$ cat src/rtl/fifo_wr_arbiter.sv
`default_nettype none
// ============================================================================
// Module      : fifo_wr_arbiter
// Description : Two-requester round-robin write arbiter with FIFO occupancy
//               tracking. Drives the FIFO write/read strobes and keeps a
//               registered count, full/empty flags and a sticky underflow flag.
//               Optional almost_full/almost_empty flags are present only when
//               the FIFO_ALMOST_EN macro is defined.
// Revision    : 1.0 - initial release
// ============================================================================
module fifo_wr_arbiter #(
    parameter int DATA_WIDTH    = 8,
    parameter int ADDRESS_WIDTH = 4,
    parameter int FIFO_DEPTH    = 2 ** ADDRESS_WIDTH,
    parameter int ALMOST_MARGIN = 2
) (
    input  logic                   clk,
    input  logic                   rst,
    input  logic                   req0_valid,
    input  logic [DATA_WIDTH-1:0]  req0_data,
    output logic                   req0_ready,
    input  logic                   req1_valid,
    input  logic [DATA_WIDTH-1:0]  req1_data,
    output logic                   req1_ready,
    input  logic                   rd_req,
    output logic                   rd_ack,
    output logic [DATA_WIDTH-1:0]  fifo_write_data,
    output logic                   fifo_write_enable,
    output logic                   fifo_read_enable,
    output logic [ADDRESS_WIDTH:0] count,
    output logic                   full,
    output logic                   empty,
    output logic                   last_grant,
    output logic                   underflow_err
`ifdef FIFO_ALMOST_EN
    ,
    output logic                   almost_full,
    output logic                   almost_empty
`endif
);

    localparam logic [ADDRESS_WIDTH:0] c_depth = (ADDRESS_WIDTH + 1)'(FIFO_DEPTH);
    localparam logic [ADDRESS_WIDTH:0] c_one   = (ADDRESS_WIDTH + 1)'(1);

    logic [ADDRESS_WIDTH:0] r_count;
    logic                   r_last_grant;
    logic                   r_underflow;

    logic w_full;
    logic w_empty;
    logic w_win0;
    logic w_win1;
    logic w_ready0;
    logic w_ready1;
    logic w_wr;
    logic w_rd;

    // Flags come straight from the registered count so they are glitch-free.
    assign w_full  = (r_count == c_depth);
    assign w_empty = (r_count == '0);

    // Round-robin: a lone requester wins; on a tie the one not granted last wins.
    assign w_win0 = req0_valid & (~req1_valid | r_last_grant);
    assign w_win1 = req1_valid & (~req0_valid | ~r_last_grant);

    // Nothing is accepted while in reset, so an in-flight write is dropped.
    // A full FIFO refuses writes even if a pop happens in the same cycle.
    assign w_ready0 = w_win0 & ~w_full & ~rst;
    assign w_ready1 = w_win1 & ~w_full & ~rst;
    assign w_wr     = w_ready0 | w_ready1;
    assign w_rd     = rd_req & ~w_empty & ~rst;

    assign req0_ready        = w_ready0;
    assign req1_ready        = w_ready1;
    assign fifo_write_enable = w_wr;
    assign fifo_write_data   = w_ready0 ? req0_data :
                               w_ready1 ? req1_data : '0;
    assign rd_ack            = w_rd;
    assign fifo_read_enable  = w_rd;

    assign count         = r_count;
    assign full          = w_full;
    assign empty         = w_empty;
    assign last_grant    = r_last_grant;
    assign underflow_err = r_underflow;

    // Occupancy, grant history and sticky underflow. The external FIFO sees
    // strobes only on accepted operations and shares rst, so its pointers
    // always agree with this count, including across wrap-around.
    always_ff @(posedge clk) begin
        if (rst) begin
            r_count      <= '0;
            r_last_grant <= 1'b1;
            r_underflow  <= 1'b0;
        end else begin
            case ({w_wr, w_rd})
                2'b10:   r_count <= r_count + c_one;
                2'b01:   r_count <= r_count - c_one;
                default: r_count <= r_count;
            endcase
            if (w_wr) begin
                r_last_grant <= w_ready1;
            end
            if (rd_req && w_empty) begin
                r_underflow <= 1'b1;
            end
        end
    end

`ifdef FIFO_ALMOST_EN
    localparam logic [ADDRESS_WIDTH:0] c_margin = (ADDRESS_WIDTH + 1)'(ALMOST_MARGIN);

    assign almost_full  = (r_count >= (c_depth - c_margin));
    assign almost_empty = (r_count <= c_margin);
`endif

endmodule
`default_nettype wire

$ cat config.mk
export PLATFORM = sky130hd
export DESIGN_NAME = fifo_wr_arbiter
export DESIGN_NICKNAME = d
export VERILOG_FILES = /design/src/rtl/fifo_wr_arbiter.sv
export SDC_FILE = /design/constraint.sdc
export NUM_CORES = 1
export LEC_CHECK = 0
export BUFFER_PORTS_ARGS = -buffer_cell sky130_fd_sc_hd__clkbuf_2
export CORE_MARGIN = 4
export CORE_UTILIZATION = 40
export CTS_CLUSTER_DIAMETER = 40
export DETAILED_ROUTE_END_ITERATION = 12
export GPL_TIMING_DRIVEN = 0
export PLACE_DENSITY = 0.87
export SETUP_SLACK_MARGIN = 0.15
export SYNTH_ARGS = -nofsm -noshare
export SYNTH_HDL_FRONTEND = slang
export SYNTH_SLANG_ARGS = --single-unit
$ cat constraint.sdc
create_clock -name clk -period 4.5 [get_ports clk]
set_input_delay 0.9 -clock clk [delete_from_list [all_inputs] [get_ports clk]]
set_output_delay 0.9 -clock clk [all_outputs]
set_load 0.1 [all_outputs]
Word-level counts from Yosys, hierarchy flattened

Cells that the tools add are included.

Input bits: 21
Output and inout port bits: 22
Logic and storage cells: 31
Register bits: 7

Mux-type cells: 3
Equality and inequality tests: 3
Bitwise gates (word level): 17
Add/sub/neg operators: 2
Reduce and logical (&&, ||, !) cells: 3

Operators by type and width:

| operator            | count |
|---|---|
| $mux 8              | 2 |
| $pmux 5 s2          | 1 |
| $and 1x1->1         | 8 |
| $not 1->1           | 6 |
| $add 5x1->5 const B | 1 |
| $eq 5x5->1 const B  | 1 |
| $logic_not 5->1     | 1 |
| $sub 5x1->5 const B | 1 |
| $or 1x1->1          | 3 |
| $eq 2x1->1 const B  | 1 |
| $eq 2x2->1 const B  | 1 |
| $reduce_bool 2->1   | 1 |
| $logic_and 1x1->1   | 1 |

Depth between registers and ports, before layout

Depth in word-level cells: 8
Gate-level depth with buffers: 14
Depth with buffers taken out: 12

Least setup slack after synthesis

Ideal clock, no wire load.

Path type: register to register
Start: register r_count[1] (netlist: count[1])
End: register r_count[4] (netlist: count[4])
Setup time: 0.123 ns
Required time: 4.377 ns
Stages on the path, launching flop included: 13
Arrival time: 6.435 ns
Setup slack: -2.058 ns
Path through: dfxtp_1 -> buf_6 -> nor4_1 -> nor2b_1 -> nor3b_1 -> ha_1 -> buf_2 -> xor2_1 -> ha_1 -> or4b_1 -> mux2_2 -> o211ai_2 -> mux2_1

RTL lines:

| item                                            | line | RTL |
|---|---|---|
| start: declaration                              | 45   | `logic [ADDRESS_WIDTH:0] r_count;` |
| start signal: assignment                        | 97   | `2'b10: r_count <= r_count + c_one;` |
| start signal: assignment                        | 98   | `2'b01: r_count <= r_count - c_one;` |
| start signal: assignment                        | 99   | `default: r_count <= r_count;` |
| $logic_not 5->1 (*)                             | 60   | `assign w_empty = (r_count == '0);` |
| named net empty                                 | 32   | `output logic empty,` |
| $not 1->1 (*)                                   | 71   | `assign w_rd = rd_req & ~w_empty & ~rst;` |
| $and 1x1->1 (*) (2 in a row)                    | 71   |  |
| named net fifo_read_enable                      | 29   | `output logic fifo_read_enable,` |
| $eq 2x1->1 or $eq 2x2->1 (tied branches)        | 96   | `case ({w_wr, w_rd})` |
| $pmux 5 s2 or $reduce_bool 2->1 (tied branches) | n/a  |  |

Mark *: on every way through the listed nets, which the timed path passes. The rest lies on a longest branch.
A chain may end at the register's enable or synchronous reset.

Worst setup path in the final report

Start: input port rst
End: output port fifo_write_data[1]

Longest elaborated chain between the ends: 4

RTL lines:

| item               | line   | RTL |
|---|---|---|
| start: declaration | 18     | `input logic rst,` |
| $not 1->1 (*)      | 68, 69 |  |
| $and 1x1->1        | 69     | `assign w_ready1 = w_win1 & ~w_full & ~rst;` |
| $mux 8             | 77     | `w_ready1 ? req1_data : '0;` |
| $mux 8 (*)         | 76     | `assign fifo_write_data = w_ready0 ? req0_data :` |
| end: declaration   | 27     | `output logic [DATA_WIDTH-1:0] fifo_write_data,` |

Every way passes the cells marked *; elsewhere a longest branch is shown, timed or not.

==> flow_metrics.tcl <==
set metrics [dict create \
    drc 0 \
    syn-cell-area_sq_um 629 \
    routed-via-count 767 \
    syn_inst 82 \
    final_common_cell "clkbuf_2" \
    syn_avg_cell_area_sq_um 7.68 \
    yosys.area.top_type "dfxtp_1" \
    clock_skew_ps 0.288 \
    post_cts_buffers 0 \
    start_util_pct 42.3 \
    path_cells "clkbuf_2 > a211oi_1 > a22oi_1 > nor2_1 > clkbuf_2" \
    fill_cells 135 \
    cp_slowest_stage_delay_ps 860 \
    powerDensity_mw_per_mm2 661 \
    fin_cells 144 \
    setup_viol 0 \
    numPortBuffers 42 \
    num_antenna_cells 0 \
    wl_met1_um 698 \
    tns_ps 0 \
    first_pass_iters 2 \
    clk_latency_ps 250 \
    gp_congestion 0.736 \
    ys_seq_elements 7 \
    end_kind "output pin" \
    die_w_um 47.7 \
    area_growth_pct 44.7 \
    cts_buffers 3 \
    synth_top_area_share_pct 22.3 \
    leakage_nw 0.498 \
    grt_overflow 0 \
    rsz0062_at_grt "no" \
    wl_per_cell_um 12.4 \
    routed_wl_mm 1.79 \
    required_ps 3600 \
    top_layer_used "met4" \
    final_layout_size_suffix_gt1_share_pct 46.1 \
    period_share_pct 80.4 \
    final_area_sq_um 911 \
    final_cell_mix "42 x clkbuf_2, 16 x nor2_1, 8 x a22oi_1, 5 x dfxtp_2" \
    ys_top_cells_by_area "dfxtp_1 22%, a22oi_1 9.5%, nor2_1 9.5%" \
    cap_violations 0 \
    cp_slowest_cell "a211oi_1" \
    synth_seq_area_share_pct 22.3 \
    core_sq_mm 0.00149 \
    dieArea_sq_mm 0.00227 \
    route.met3.wl_um 24 \
    die_h_um 47.7 \
    clk_pin_slew_ps 50 \
    synth_nets 107 \
    rows 14 \
    worstMarginPinSlew_ps 1040 \
    antenna_left 0 \
    crit_buf_inv 2 \
    clock-sinks 7 \
    slew_headroom_pct 30.1 \
    ctsHtreeMaxLevel 1 \
    critPathMostFrequentCell "clkbuf_2" \
    ios 43 \
    status "completed" \
    grt_first_pass_wirelength_mm 2.59 \
    yosysUniqueCellTypes 32 \
    ys.warnings.count 0 \
    slew_violations 0 \
    viasPerCell 5.33 \
    max-vdd-ir-drop_mv 0.625 \
    drt-initial-drc-count 10 \
    grt_max_degree 11 \
    layout.nets 154 \
    cts_resized 0 \
    arrival_ps 2720 \
    cts_hold_buf 0 \
    dpl_cell_area_sq_um 885 \
    antenna_found_initial 0 \
    cts_tree "done" \
    hold_viol 0 \
    synth_ff_type "dfxtp_1" \
    clockBufferDepth 2 \
    fin_crit_ps 3620 \
    fmax_mhz 276 \
    grt_pass1_vias 627 \
    startpoint_type "primary input" \
    grt_usage_pct 15.6 \
    hpwl_mm 1.48 \
    root_buffer "clkbuf_4" \
    async_flop_share_pct 0 \
    dp_cells 140 \
    crit_path_max_fanout 9 \
    synth_edf_count 0 \
    critical_path_class "primary input to output pin" \
    hold_path.class "flip-flop to flip-flop" \
    wl_met2_mm 1.02 \
    crit_family "compound AO/OA/AOI/OAI gates" \
]
==> power breakdown <==
group / switching, mW / internal [mW]
sequential: 0.0174 / 0.0793
clock: 0.0224 / 0.0338
combinational: 0.356 / 0.0935
==> synthesized netlist by cell type (2+ instances only) <==
master,number
nor2_1,16
a22oi_1,8
dfxtp_1,7
a21oi_1,4
ha_1,4
nand2_1,3
nand3_1,3
nor2b_1,3
o21ai_0,3
xor2_1,3
and2_1,2
clkbuf_1,2
inv_2,2
nor3b_1,2
nor4bb_1,2
or3_1,2
==> layout make-up <==
cell class | count | area, sq um | area share (%)
multi-input combinational | 67 | 465 | 51.1
clock buffer | 4 | 26.3 | 2.88
tap | 16 | 20.0 | 2.20
inverter | 3 | 11.3 | 1.24
sequential | 7 | 146 | 16.1
buffer | 5 | 31.3 | 3.43
timing repair buffer | 42 | 210 | 23.1
==> kinds of logic (layout without fill, tap and decap cells) <==
group | Yosys count | after routing | synth area share [%]
adders and majority gates | 4 | 4 | 7.95
and+or+nand+nor | 38 | 38 | 32.4
buffers and inverters | 8 | 54 | 6.76
xor gates and xnor gates | 3 | 3 | 4.18
AOI/OAI and AO/OA | 19 | 19 | 21.3
muxes | 3 | 3 | 5.17
DFF | 7 | 7 | 22.3
==> final timing paths <==
check	cells past startpoint	to	slack [ps]	start
worst max register to register	13	count[4]	1110	count[1]
worst min register to register	2	underflow_err	490	underflow_err
worst max-delay path	5	fifo_write_data[1]	880	rst
worst min-delay path	2	underflow_err	490	underflow_err
==> sequential cells by signal, indices dropped and copies added (netlist names) <==
name	flops
last_grant	1
underflow_err	1
count	5
==> worst register-to-register path, stage by stage, from the launching register on <==
cell and delay, ps:
dfxtp_2 320, buf_6 120, nor4_1 340, nand2_1 200, inv_2 180, or3_1 190, ha_1 180, buf_2 190
xor2_1 90, ha_1 220, or4b_1 460, mux2_2 280, o211ai_2 160, mux2_1 340
==> through the flow <==
stage	setup slack (ps)	utilization [%]	power, mW	hold WS, ps
final	881	61.2	0.602	489
after global routing	715	61.2	0.631	512
after CTS	884	61.2	0.607	483
after detailed placement	844	59.4	0.548	467
after global placement	891	59.4	0.540	457
after floorplan	308	-	0.485	755
==> layer usage <==
metal  global-route usage (%)  up-vias
li1                         -      395
met1                     19.5      354
met2                     25.7       12
met3                    0.376        6
met4                     11.3        0
met5                        0        -
No activity file was read; power rests on OpenSTA's default activity.
